$ cat src/rtl/inout_sram_reader.sv
// ---------------------------------------------------------------------------
// inout_sram_reader
// Streaming read DMA for the input/output feature-map SRAM. Reads `length`
// consecutive words from `base_addr` and streams them out on valid/ready.
// The SRAM's 1-cycle read latency is absorbed by an `inflight` flag, and a
// 2-entry FIFO keeps one word per cycle under back-pressure.
//
// Ports:
//   clk, rst                 clock, asynchronous active-high reset
//   start, abort             request pulse (IDLE only) / synchronous flush
//   base_addr, length        transfer descriptor, sampled with start
//   busy, done, err          status: not idle / end pulse / sticky range error
//   mem_cs, mem_oe, mem_web  SRAM read strobes (web held high)
//   mem_addr, mem_rdata      SRAM word address / read data (1-cycle latency)
//   out_valid, out_ready     output stream handshake
//   out_data, out_last       stream payload and final-word marker
//
// Build option: INOUT_SRAM_READER_BOUND_CHECK_EN enables the range check of
// base_addr + length against MAX_WORDS; without it err is tied low and
// addresses simply wrap.
// ---------------------------------------------------------------------------
module inout_sram_reader #(
   parameter int unsigned AW        = 18,
   parameter int unsigned DW        = 16,
   parameter int unsigned MAX_WORDS = 196608
) (
   input  logic          clk,
   input  logic          rst,
   input  logic          start,
   input  logic          abort,
   input  logic [AW-1:0] base_addr,
   input  logic [AW-1:0] length,
   output logic          busy,
   output logic          done,
   output logic          err,
   output logic          mem_cs,
   output logic          mem_oe,
   output logic          mem_web,
   output logic [AW-1:0] mem_addr,
   input  logic [DW-1:0] mem_rdata,
   output logic          out_valid,
   input  logic          out_ready,
   output logic [DW-1:0] out_data,
   output logic          out_last
);

   localparam int unsigned CNT_W = 2;
   localparam int unsigned OCC_W = 3;

   typedef enum logic [1:0] {
      S_IDLE  = 2'd0,
      S_RUN   = 2'd1,
      S_DRAIN = 2'd2,
      S_DONE  = 2'd3
   } state_t;

   state_t             state_q, state_d;
   logic [AW-1:0]      rd_addr_q, rd_addr_d;
   logic [AW-1:0]      issue_left_q, issue_left_d;
   logic [AW-1:0]      out_left_q, out_left_d;
   logic [CNT_W-1:0]   count_q, count_d;
   logic               inflight_q, inflight_d;
   logic               wr_ptr_q, wr_ptr_d;
   logic               rd_ptr_q, rd_ptr_d;
   logic               err_q, err_d;
   logic [DW-1:0]      fifo_q [2];

   logic [OCC_W-1:0]   occ_c;
   logic               pop_c;
   logic               issue_c;
   logic               accept_c;
   logic               range_err_c;

   // Range check on the requested window, evaluated one bit wider than AW.
`ifdef INOUT_SRAM_READER_BOUND_CHECK_EN
   assign range_err_c = ((AW+1)'(base_addr) + (AW+1)'(length)) > (AW+1)'(MAX_WORDS);
`else
   assign range_err_c = 1'b0;
`endif

   // Occupancy counts words buffered plus the one returning from the SRAM.
   assign occ_c    = OCC_W'(count_q) + OCC_W'(inflight_q);
   assign pop_c    = (count_q != '0) && out_ready;
   assign accept_c = (state_q == S_IDLE) && start && !abort;
   // A read may reuse the slot freed by a pop in the same cycle.
   assign issue_c  = (state_q == S_RUN) && !abort && (issue_left_q != '0) &&
                     ((occ_c < OCC_W'(2)) || ((occ_c == OCC_W'(2)) && pop_c));

   // State register.
   always_ff @(posedge clk or posedge rst) begin
      if (rst) state_q <= S_IDLE;
      else     state_q <= state_d;
   end

   // Next-state logic; DRAIN looks ahead so done follows the last pop directly.
   always_comb begin
      state_d = state_q;
      if (abort) begin
         state_d = S_IDLE;
      end else begin
         case (state_q)
            S_IDLE:  if (start) state_d = ((length == '0) || range_err_c) ? S_DONE : S_RUN;
            S_RUN:   if (issue_c && (issue_left_q == AW'(1))) state_d = S_DRAIN;
            S_DRAIN: if (!inflight_q && ((count_q == '0) ||
                         ((count_q == CNT_W'(1)) && pop_c))) state_d = S_DONE;
            S_DONE:  state_d = S_IDLE;
            default: state_d = S_IDLE;
         endcase
      end
   end

   // Output decode.
   always_comb begin
      busy      = (state_q != S_IDLE);
      done      = (state_q == S_DONE);
      err       = err_q;
      mem_cs    = issue_c;
      mem_oe    = inflight_q;
      mem_web   = 1'b1;
      mem_addr  = rd_addr_q;
      out_valid = (count_q != '0);
      out_data  = fifo_q[rd_ptr_q];
      out_last  = (out_left_q == AW'(1)) && (count_q != '0);
   end

   // Datapath next-state: counters, FIFO pointers and occupancy.
   always_comb begin
      rd_addr_d    = rd_addr_q;
      issue_left_d = issue_left_q;
      out_left_d   = out_left_q;
      count_d      = count_q;
      inflight_d   = inflight_q;
      wr_ptr_d     = wr_ptr_q;
      rd_ptr_d     = rd_ptr_q;
      err_d        = err_q;
      if (abort) begin
         rd_addr_d    = '0;
         issue_left_d = '0;
         out_left_d   = '0;
         count_d      = '0;
         inflight_d   = 1'b0;
         wr_ptr_d     = 1'b0;
         rd_ptr_d     = 1'b0;
      end else if (accept_c) begin
         rd_addr_d    = base_addr;
         issue_left_d = length;
         out_left_d   = length;
         err_d        = range_err_c;
      end else begin
         if (issue_c) begin
            rd_addr_d    = rd_addr_q + AW'(1);
            issue_left_d = issue_left_q - AW'(1);
         end
         if (pop_c) begin
            out_left_d = out_left_q - AW'(1);
            rd_ptr_d   = ~rd_ptr_q;
         end
         if (inflight_q) wr_ptr_d = ~wr_ptr_q;
         count_d    = count_q + CNT_W'(inflight_q) - CNT_W'(pop_c);
         inflight_d = issue_c;
      end
   end

   // Datapath registers; returning read data lands in the FIFO write slot.
   always_ff @(posedge clk or posedge rst) begin
      if (rst) begin
         rd_addr_q    <= '0;
         issue_left_q <= '0;
         out_left_q   <= '0;
         count_q      <= '0;
         inflight_q   <= 1'b0;
         wr_ptr_q     <= 1'b0;
         rd_ptr_q     <= 1'b0;
         err_q        <= 1'b0;
         fifo_q[0]    <= '0;
         fifo_q[1]    <= '0;
      end else begin
         rd_addr_q    <= rd_addr_d;
         issue_left_q <= issue_left_d;
         out_left_q   <= out_left_d;
         count_q      <= count_d;
         inflight_q   <= inflight_d;
         wr_ptr_q     <= wr_ptr_d;
         rd_ptr_q     <= rd_ptr_d;
         err_q        <= err_d;
         if (!abort && inflight_q) fifo_q[wr_ptr_q] <= mem_rdata;
      end
   end

endmodule

$ cat config.mk
export PLATFORM = sky130hd
export DESIGN_NAME = inout_sram_reader
export DESIGN_NICKNAME = d
export VERILOG_FILES = /design/src/rtl/inout_sram_reader.sv
export SDC_FILE = /design/constraint.sdc
export NUM_CORES = 1
export LEC_CHECK = 0
export CAP_MARGIN = 20
export CORE_AREA = 2 2 150 152
export CTS_CLUSTER_SIZE = 24
export DETAILED_ROUTE_END_ITERATION = 6
export DIE_AREA = 0 0 152 154
export DONT_BUFFER_PORTS = 1
export PLACE_DENSITY_LB_ADDON = 0.08
export SYNTH_ARGS = -nofsm -noshare
export SYNTH_HDL_FRONTEND = slang
export SYNTH_SLANG_ARGS = --single-unit
$ cat constraint.sdc
create_clock -name clk -period 2.8 [get_ports clk]
set_clock_uncertainty 0.05 [all_clocks]
set_input_delay 0.56 -clock clk [delete_from_list [all_inputs] [get_ports clk]]
set_output_delay 0.56 -clock clk [all_outputs]
set_load 0.1 [all_outputs]
==> results of run 1 <==
metal layers:
metal / wire length, um / vias up
met3: 1260 / 11
met5: 0 / -
met1: 7630 / 2143
met4: 176 / 0
met2: 7800 / 100
li1: - / 2047
Yosys cell counts, types with 8 or more instances:
library cell / number
clkbuf_1: 17
o211ai_1: 13
nand3_1: 19
dfrtp_1: 93
or3_1: 8
ha_1: 14
o21ai_0: 28
mux2_2: 50
nor4_1: 17
nor3_1: 21
nand2_1: 31
nor2_1: 39
xnor2_1: 11
inv_1: 13
a21oi_1: 32
kinds of logic after synthesis:
| group | synth area share [%] |
|---|---|
| simple gates | 19.3 |
| compound gates | 16.9 |
| flops | 43.5 |
| mux | 10.7 |
| buf+inv | 3.84 |
| fa+ha+maj | 3.28 |
| xor+xnor | 2.29 |
| other cells | 0.140 |
stage by stage:
stage / hold slack [ns] / std cells
after global routing: 0.195 / 845
after CTS: 0.191 / 842
after global placement: 0.361 / 825
after floorplan: 0.424 / 536
after detailed placement: 0.356 / 825
final: 0.214 / 845
state kept, by name (all words and copies together) (netlist names):
register      count
fifo_q           32
state_q           2
mem_oe            1
rd_ptr_q          1
out_left_q       18
count_q           2
mem_addr         18
issue_left_q     18
wr_ptr_q          1
power by group through the flow:
stage	logic [uW]	registers [uW]	clock network, uW
2_1_floorplan	3050	2470	0
3_3_place_gp	4030	2230	0
3_5_place_dp	4040	2250	0
4_1_cts	4060	2230	1370
5_1_grt	4330	2310	1420
6_report	4050	2230	1300
final cells by class:
class | count | area (um2) | area share, %
inverters | 15 | 65.1 | 1.04
repair buffers | 45 | 385 | 6.14
flip-flops and latches | 93 | 2330 | 37.1
clock inverters | 7 | 83.8 | 1.34
well taps | 280 | 350 | 5.58
clock buffers | 9 | 225 | 3.59
multi-input cells | 396 | 2840 | 45.2
timing repair:
item | in CTS | in global routing
buffers inserted | 0 | 3
pin swaps | 0 | 1
hold buffers | 1 | 0
endpoints found under the setup margin | 1 | 2
gates resized for setup | 2 | 1
endpoints found under the hold margin | 9 | 0
worst max-delay path by stage:
| stage | start | to | slack [ns] | cells past startpoint |
|---|---|---|---|---|
| finish | mem_oe | mem_cs | 0.11 | 8 |
| global placement | count_q[0] | state_q[1] | 0.32 | 8 |
| global route | count_q[1] | out_last | 0.004 | 5 |
| detailed placement | count_q[0] | state_q[1] | 0.30 | 8 |
| floorplan | mem_oe | mem_addr[14] | 0.08 | 9 |
| CTS | mem_oe | mem_cs | 0.04 | 8 |
==> results.yml, run 1 <==
status:
  status: "complete, no violations"
power_and_ir_drop:
  vdd_drop_max_mv: 0.657
  p_sw_uw: 4010
  powerDensity_nw_per_um2: 1210
  p_comb_share_pct: 53.5
  clkPwrFrac_pct: 17.1
  finalPower_uw: 7580
  leakagePower_uw: 0.00252
  p_int_uw: 3570
  p_seq_share_pct: 29.4
  switching_share_pct: 52.9
yosys:
  async_reset_ff_share_pct: 100
  yosysTopAreaCellShare_pct: 43.5
  seq_area_frac_synth_pct: 43.5
  synth_edf_count: 0
  synth-main-ff-cell: "dfrtp_1"
  yosys.area.top_type: "dfrtp_1"
  synth.distinct_cells: 70
  syn-num-nets: 607
  synth-seq-cells: 93
  netlist_area_um2: 5350
  yosysWarnings: 0
  synth_area_per_cell_um2: 9.97
  synth_cells: 536
  yosys-top-cells-area: "dfrtp_1, mux2_2, ha_1"
min_path:
  holdPathEnd: "wr_ptr_q"
  hold_class: "primary input to flop"
  hp-start: "abort"
  holdPathStages: 1
cells_and_area:
  stdcell_area_um2: 6280
  antennaDiodeCount: 0
  post-route-util_pct: 28.9
  fin_nets: 631
  syn_to_final_growth_pct: 17.4
  final_common_cell: "dfrtp_1"
  layout_common_cells: "dfrtp_1, mux2_2, buf_4"
  final_layout_size_suffix_gt1_share_pct: 24.4
  fillers: 2252
critical_path:
  start_kind: "flop"
  crit_top_cell: "ha_1"
  max_stage_delay_ns: 0.41
  arrival_ns: 2.08
  critPathTopFamily: "adder cells"
  critPathBufInv: 3
  worst-setup-path-type: "flop to output pin"
  end_kind: "output pin"
  r2r_end: "state_q[1]"
  crit_path_cell_trace: "ha_1 -> inv_1 -> ha_1 -> and4bb_1 -> a31o_2 -> o21ai_2 -> inv_2 -> buf_8"
  rr_worst_depth: 7
  timing.rr.start: "mem_oe"
  reg2reg_slack_ns: 0.30
  cp_data_required_time_ns: 2.19
  crit_slowest_cell: "dfrtp_2"
  worstPathMaxFanout: 4
drt:
  vias: 4301
  ant_nets: 0
  drc: 0
  wl_per_cell_um: 20.0
  drtIter0Drc: 291
  vias_per_cell: 5.09
  drt_pass1_iterations: 4
  postRouteWirelength_um: 16900
sta:
  finalCritPeriodShare_pct: 96.1
  worstMarginPinSlew_ns: 0.993
  setup_ws_ns: 0.109
  rsz0062_at_grt: "false"
  finalHoldViolations: 0
  finalWorstPathRequiredPeriod_ns: 2.69
  setup_viol: 0
  maxSlewHeadroom_pct: 33.8
  setup_tns_ns: 0
  fmax_mhz: 372
  drv_slew: 0
die:
  die_h_um: 154
  die-area_um2: 23400
  row_count: 54
  initial_core_util_pct: 24.7
  die_w_um: 152
  core_um2: 21700
  ios: 99
clock_network:
  clock_sinks: 93
  clkLatencyLatePin_ns: 0.36
  path_clk_slew_ns: 0.08
  root_buffer: "clkbuf_16"
  clockBufferDepth: 2
  htree_levels: 3
  cts_tree: "done"
  cts_inserted_buffers: 9
global_routing:
  first_global_vias: 4478
  grtUsageTotal_pct: 14.7
  busiest_layer: "met2"
  grt_util_met3_pct: 5.58
  met1_usage_pct: 19.7
  grt_pass1_wl_um: 26900
  use_met2_pct: 22.4
  grt_antenna_before_repair: 0
  grt_overflow_total: 0
  grt_start_max_net_pins: 49
placement:
  post-place-ws_ns: 0.299
  place_congestion: 0.801
  dp_hpwl_um: 12000
  portBuffers: 0
  place_area_um2: 5920
job:
  drv_cap: 0
No activity file was read; power rests on OpenSTA's default activity.
==> inputs of run 2 (changes only) <==
--- a/config.mk
+++ b/config.mk
@@ -12,6 +12,7 @@
 export DIE_AREA = 0 0 152 154
 export DONT_BUFFER_PORTS = 1
 export PLACE_DENSITY_LB_ADDON = 0.08
+export RECOVER_POWER = 25
 export SYNTH_ARGS = -nofsm -noshare
 export SYNTH_HDL_FRONTEND = slang
 export SYNTH_SLANG_ARGS = --single-unit
==> run 2 against run 1 <==
Against the previous run: final area decreased by 0.28%; largest power group unchanged; die area unchanged; non-clock buffer count unchanged; largest cell class unchanged; first-iteration DRC count unchanged; critical endpoint unchanged; sequential share of layout area is 0.10 points higher; register-to-register slack barely moved; combinational power hardly changed; flip-flop and latch count unchanged; highest routed layer unchanged.
==> results.yml, run 2 (same netlist as run 1, synthesis figures left out) <==
placement:
  dp_hpwl_um: 12000
  place_congestion: 0.801
  portBuffers: 0
cells_and_area:
  largest_reg_flops: 32
  syn_to_final_growth_pct: 17.1
  layout_common_cells: "dfrtp_1, mux2_2, buf_4"
  final-seq-area_um2: 2330
  antennaDiodeCount: 0
  fillers: 2252
  multi_input_area_um2: 2840
  final_layout_size_suffix_gt1_share_pct: 24.4
  fin_nets: 631
  top_register: "fifo_q"
  final_common_cell: "dfrtp_1"
critical_path:
  critPathTopFamily: "adder cells"
  cp_data_required_time_ns: 2.19
  crit_top_cell: "ha_1"
  start_kind: "flop"
  crit_slowest_cell: "dfrtp_2"
  timing.rr.start: "mem_oe"
  critPathBufInv: 3
  max_stage_delay_ns: 0.41
  worstPathMaxFanout: 4
  end_kind: "output pin"
  startpoint: "mem_oe"
  crit_path_cell_trace: "ha_1 -> inv_1 -> ha_1 -> and4bb_1 -> a31o_2 -> o21ai_2 -> inv_2 -> buf_8"
  arrival_ns: 2.08
  worst-setup-path-type: "flop to output pin"
global_routing:
  busiest_layer: "met2"
  grt_start_max_net_pins: 49
  grt_overflow_total: 0
  met1_usage_pct: 19.7
  grt_antenna_before_repair: 0
  grt_util_met3_pct: 5.58
  use_met2_pct: 22.4
  grt_pass1_wl_um: 26900
  grtUsageTotal_pct: 14.7
  first_global_vias: 4478
drt:
  drc: 0
  postRouteWirelength_um: 16900
  drt_pass1_iterations: 4
  ant_nets: 0
  drtIter0Drc: 291
  vias: 4302
  wl_per_cell_um: 20.0
  vias_per_cell: 5.09
sta:
  setup_viol: 0
  finalCritPeriodShare_pct: 96.1
  drv_slew: 0
  maxSlewHeadroom_pct: 17.2
  worstMarginPinSlew_ns: 1.24
  setup_tns_ns: 0
  finalHoldViolations: 0
  finalWorstPathRequiredPeriod_ns: 2.69
  rsz0062_at_grt: "false"
  fmax_mhz: 372
die:
  die-area_um2: 23400
  initial_core_util_pct: 24.7
  row_count: 54
  die_h_um: 154
  core_um2: 21700
  die_w_um: 152
  ios: 99
power_and_ir_drop:
  vdd_drop_max_mv: 0.657
  finalPower_uw: 7580
  leakagePower_uw: 0.00251
  powerDensity_nw_per_um2: 1210
clock_network:
  clkLatencyLatePin_ns: 0.36
  path_clk_slew_ns: 0.08
  cts_tree: "done"
  clockBufferDepth: 2
  htree_levels: 3
  cts_inserted_buffers: 9
  root_buffer: "clkbuf_16"
  clock_sinks: 93
min_path:
  hold_class: "primary input to flop"
  hp-start: "abort"
status:
  status: "complete, no violations"
job:
  drv_cap: 0
[run 2: cell count changes in the layout (fill, tap and decap cells not counted)]
cell        previous run  this run
buf_12                 3         2
clkbuf_2               0         1
clkinvlp_2             0         1
clkinvlp_4             1         0
[run 2: path summary, 6_finish.rpt]
| check | end | slack (ns) | cells past startpoint |
|---|---|---|---|
| min in group asynchronous | mem_addr[4] | 0.61 | 2 |
| min reg2reg | fifo_q[9] | 0.46 | 1 |
| min | wr_ptr_q | 0.21 | 1 |
| max | mem_cs | 0.11 | 8 |
| max in group asynchronous | mem_oe | 0.48 | 3 |
| max reg2reg | state_q[1] | 0.30 | 7 |
[run 2: metrics by stage]
stage | hold slack, ns | std cells | area, um2 | utilization (%) | setup WS (ns)
final | 0.214 | 845 | 6260 | 28.9 | 0.109
after global routing | 0.195 | 845 | 6260 | 28.9 | 0.00377
after CTS | 0.191 | 842 | 6250 | 28.8 | 0.0401
after detailed placement | 0.356 | 825 | 5920 | 27.3 | 0.299
after global placement | 0.361 | 825 | 5920 | 27.3 | 0.319
after floorplan | 0.424 | 536 | 5360 | - | 0.0757
[run 2: area by class of cell]
| type | instances | share of cell area [%] |
|---|---|---|
| Timing Repair Buffer | 45 | 5.92 |
| Sequential cell | 93 | 37.2 |
| Clock buffer | 9 | 3.60 |
| Inverter | 15 | 0.999 |
| Clock inverter | 7 | 1.34 |
| Tap cell | 280 | 5.60 |
| Multi-Input combinational cell | 396 | 45.4 |
[run 2: power by group]
part | switching [uW] | internal (uW)
Sequential | 425 | 1800
Combinational | 2930 | 1120
Clock | 654 | 645
Total | 4010 | 3570
[run 2: timing repair]
| action | in CTS | in global routing |
|---|---|---|
| setup endpoints to repair | 1 | 2 |
| pin swaps | 0 | 1 |
| buffers inserted | 0 | 3 |
| hold endpoints to repair | 9 | 0 |
| resized for setup | 2 | 1 |
| hold buffers | 1 | 0 |
[run 2: layer usage]
| layer | share of wire [%] | up-vias |
|---|---|---|
| met2 | 46 | 100 |
| met5 | 0 | - |
| met3 | 7.5 | 11 |
| li1 | - | 2048 |
| met4 | 1.0 | 0 |
| met1 | 45 | 2143 |
==> inputs of run 3 (changes only) <==
--- a/config.mk
+++ b/config.mk
@@ -5,11 +5,11 @@
 export SDC_FILE = /design/constraint.sdc
 export NUM_CORES = 1
 export LEC_CHECK = 0
+export ABC_AREA = 1
 export CAP_MARGIN = 20
-export CORE_AREA = 2 2 150 152
-export CTS_CLUSTER_SIZE = 24
+export CORE_AREA = 10 10 165 167
 export DETAILED_ROUTE_END_ITERATION = 6
-export DIE_AREA = 0 0 152 154
+export DIE_AREA = 0 0 175 177
 export DONT_BUFFER_PORTS = 1
 export PLACE_DENSITY_LB_ADDON = 0.08
 export RECOVER_POWER = 25
==> run 3 against run 2 <==
Against the previous run: final area rose by 10%; largest power group unchanged; global-route usage fell by 2.0 points; core utilization shrank 0.12 points; critical path type unchanged.
==> results.yml, run 3 <==
sta:
  drv_slew: 0
  setup_viol: 0
  finalHoldViolations: 0
  holdWs_ns: 0.303
  maxSlewHeadroom_pct: 5.28
  setup_tns_ns: 0
  rsz0062_at_grt: "false"
  finalCritPeriodShare_pct: 94.4
  setup_ws_ns: 0.156
  finalWorstPathRequiredPeriod_ns: 2.64
  worstMarginPinSlew_ns: 1.42
  fmax_mhz: 378
drt:
  ant_nets: 0
  wl_met2_um: 9360
  routedLengthMet1_um: 9130
  drtIter0Drc: 348
  vias_per_cell: 4.47
  drt_pass1_iterations: 4
  wl_met3_um: 869
  postRouteWirelength_um: 19600
  wl_per_cell_um: 16.0
  top_layer: "met4"
  vias: 5459
  drc: 0
die:
  row_count: 57
  initial_core_util_pct: 24.7
  ios: 99
  die_h_um: 177
  core_um2: 24000
  die_w_um: 175
  die-area_um2: 31000
critical_path:
  start_kind: "flop"
  arrival_ns: 2.03
  end_kind: "output pin"
  max_stage_delay_ns: 0.37
  critPathBufInv: 3
  crit_path_cell_trace: "ha_1 -> inv_1 -> ha_1 -> nand2_1 -> nor2_1 -> nand2_1 -> a21oi_4 -> nand2_2 -> clkinvlp_4 -> buf_12"
  critPathTopFamily: "adder cells"
  crit_slowest_cell: "dfrtp_1"
  worst-setup-path-type: "flop to output pin"
  worstPathMaxFanout: 3
  cp_data_required_time_ns: 2.19
cells_and_area:
  final-seq-area_um2: 2330
  post-route-util_pct: 28.7
  final_layout_size_suffix_gt1_share_pct: 10.9
  multi_input_area_um2: 3020
  largest_reg_flops: 32
  fillers: 2752
  antennaDiodeCount: 0
  fin_nets: 964
  top_register: "fifo_q"
  final_common_cell: "nand2_1"
  syn_to_final_growth_pct: 16.6
  layout_common_cells: "nand2_1, inv_1, dfrtp_1"
yosys:
  seq_area_frac_synth_pct: 39.4
  synth-seq-cells: 93
  synth_commonest_cells: "nand2_1, inv_1, dfrtp_1"
  yosys.area.top_type: "dfrtp_1"
  netlist_area_um2: 5910
  async_reset_ff_share_pct: 100
  synth_cells: 861
  synth-main-ff-cell: "dfrtp_1"
  synth_area_per_cell_um2: 6.86
  synth.distinct_cells: 38
  syn-num-nets: 932
  synth_edf_count: 0
  yosysWarnings: 0
  yosys-top-cells-area: "dfrtp_1, nand2_1, o21ai_0"
  yosysMostFrequentCell: "nand2_1"
  yosysTopAreaCellShare_pct: 39.4
global_routing:
  grt_antenna_before_repair: 0
  grt_start_max_net_pins: 94
  grtUsageTotal_pct: 12.7
  first_global_vias: 5631
  grt_pass1_wl_um: 31400
  grt_overflow_total: 0
clock_network:
  root_buffer: "clkbuf_16"
  clockBufferDepth: 2
  path_clk_slew_ns: 0.09
  cts_tree: "done"
  postCtsSetupRepairBufs: 0
  hold_buffers: 0
  cts_inserted_buffers: 9
  htree_levels: 3
  cts_resized: 0
  clock_sinks: 93
  clkLatencyLatePin_ns: 0.36
job:
  drv_cap: 0
placement:
  place_congestion: 0.761
  post-place-ws_ns: 0.530
  dp_hpwl_um: 14100
  portBuffers: 0
power_and_ir_drop:
  vdd_drop_max_mv: 0.608
  leakagePower_uw: 0.00346
  powerDensity_nw_per_um2: 1220
status:
  status: "complete, no violations"
min_path:
  hold_class: "primary input to flop"
[run 3: cell count changes after synthesis, sizes merged, moves of 47 or more]
cell,change
inv,+90
nor2,+47
nand3,+54
o21ai,+61
mux2,-50
nand2,+251
[run 3: area by class of cell]
cell class                      instances  share of cell area (%)
Clock inverter                          7                    1.29
Multi-Input combinational cell        631                    43.9
Timing Repair Buffer                   52                    6.03
Inverter                              106                    5.85
Tap cell                              324                    5.89
Clock buffer                            9                    3.27
Sequential cell                        93                    33.8
[run 3: worst paths after layout]
kind	startpoint	end	slack, ns	depth (start not counted)
max	count_q[0]	mem_cs	0.16	10
max in group asynchronous	rst	mem_oe	1.20	2
min in group asynchronous	rst	out_left_q[3]	0.56	2
max reg2reg	state_q[0]	out_left_q[5]	0.54	8
min	mem_rdata[6]	fifo_q[22]	0.30	2
min reg2reg	fifo_q[9]	fifo_q[9]	0.44	2
[run 3: metal layers]
layer | GRT usage [%] | vias to the layer above
met4 | 3.67 | 0
met1 | 16.0 | 2548
li1 | - | 2805
met3 | 2.67 | 15
met5 | 0 | -
met2 | 21.5 | 91
[run 3: power by group]
part	leakage, uW	total [uW]	switching [uW]	internal [uW]
combinational	0.00207	4820	3580	1240
clock	0.000152	1330	683	646
sequential	0.00123	2230	407	1820
total	0.00346	8380	4670	3710
[run 3: worst reg2reg max path: cells and delay by family, from the launching register on]
kind / cells / cell delay, ns
and+or+nand+nor: 2 / 0.27
AOI/OAI and AO/OA: 2 / 0.66
DFF: 1 / 0.43
buffers and inverters: 3 / 0.52
adders and majority gates: 1 / 0.24
[run 3: logic make-up (layout without fill, tap and decap cells)]
| family | after synthesis | count (layout) | share of synthesized area [%] |
|---|---|---|---|
| muxes | 2 | 2 | 0.339 |
| adders and majority gates | 14 | 14 | 2.96 |
| DFF | 93 | 93 | 39.4 |
| buffers and inverters | 137 | 174 | 9.66 |
| xor gates and xnor gates | 8 | 8 | 1.19 |
| AOI/OAI and AO/OA | 136 | 136 | 12.6 |
| and+or+nand+nor | 469 | 469 | 33.8 |
| other | 2 | 2 | 0.127 |
[run 3: stage by stage]
| stage | area (um2) | std cells | power [uW] |
|---|---|---|---|
| floorplan | 5920 | 861 | 5970 |
| finish | 6890 | 1222 | 8380 |
| global route | 6890 | 1222 | 9100 |
| global placement | 6590 | 1206 | 7160 |
| CTS | 6900 | 1222 | 8510 |
| detailed placement | 6590 | 1206 | 7120 |
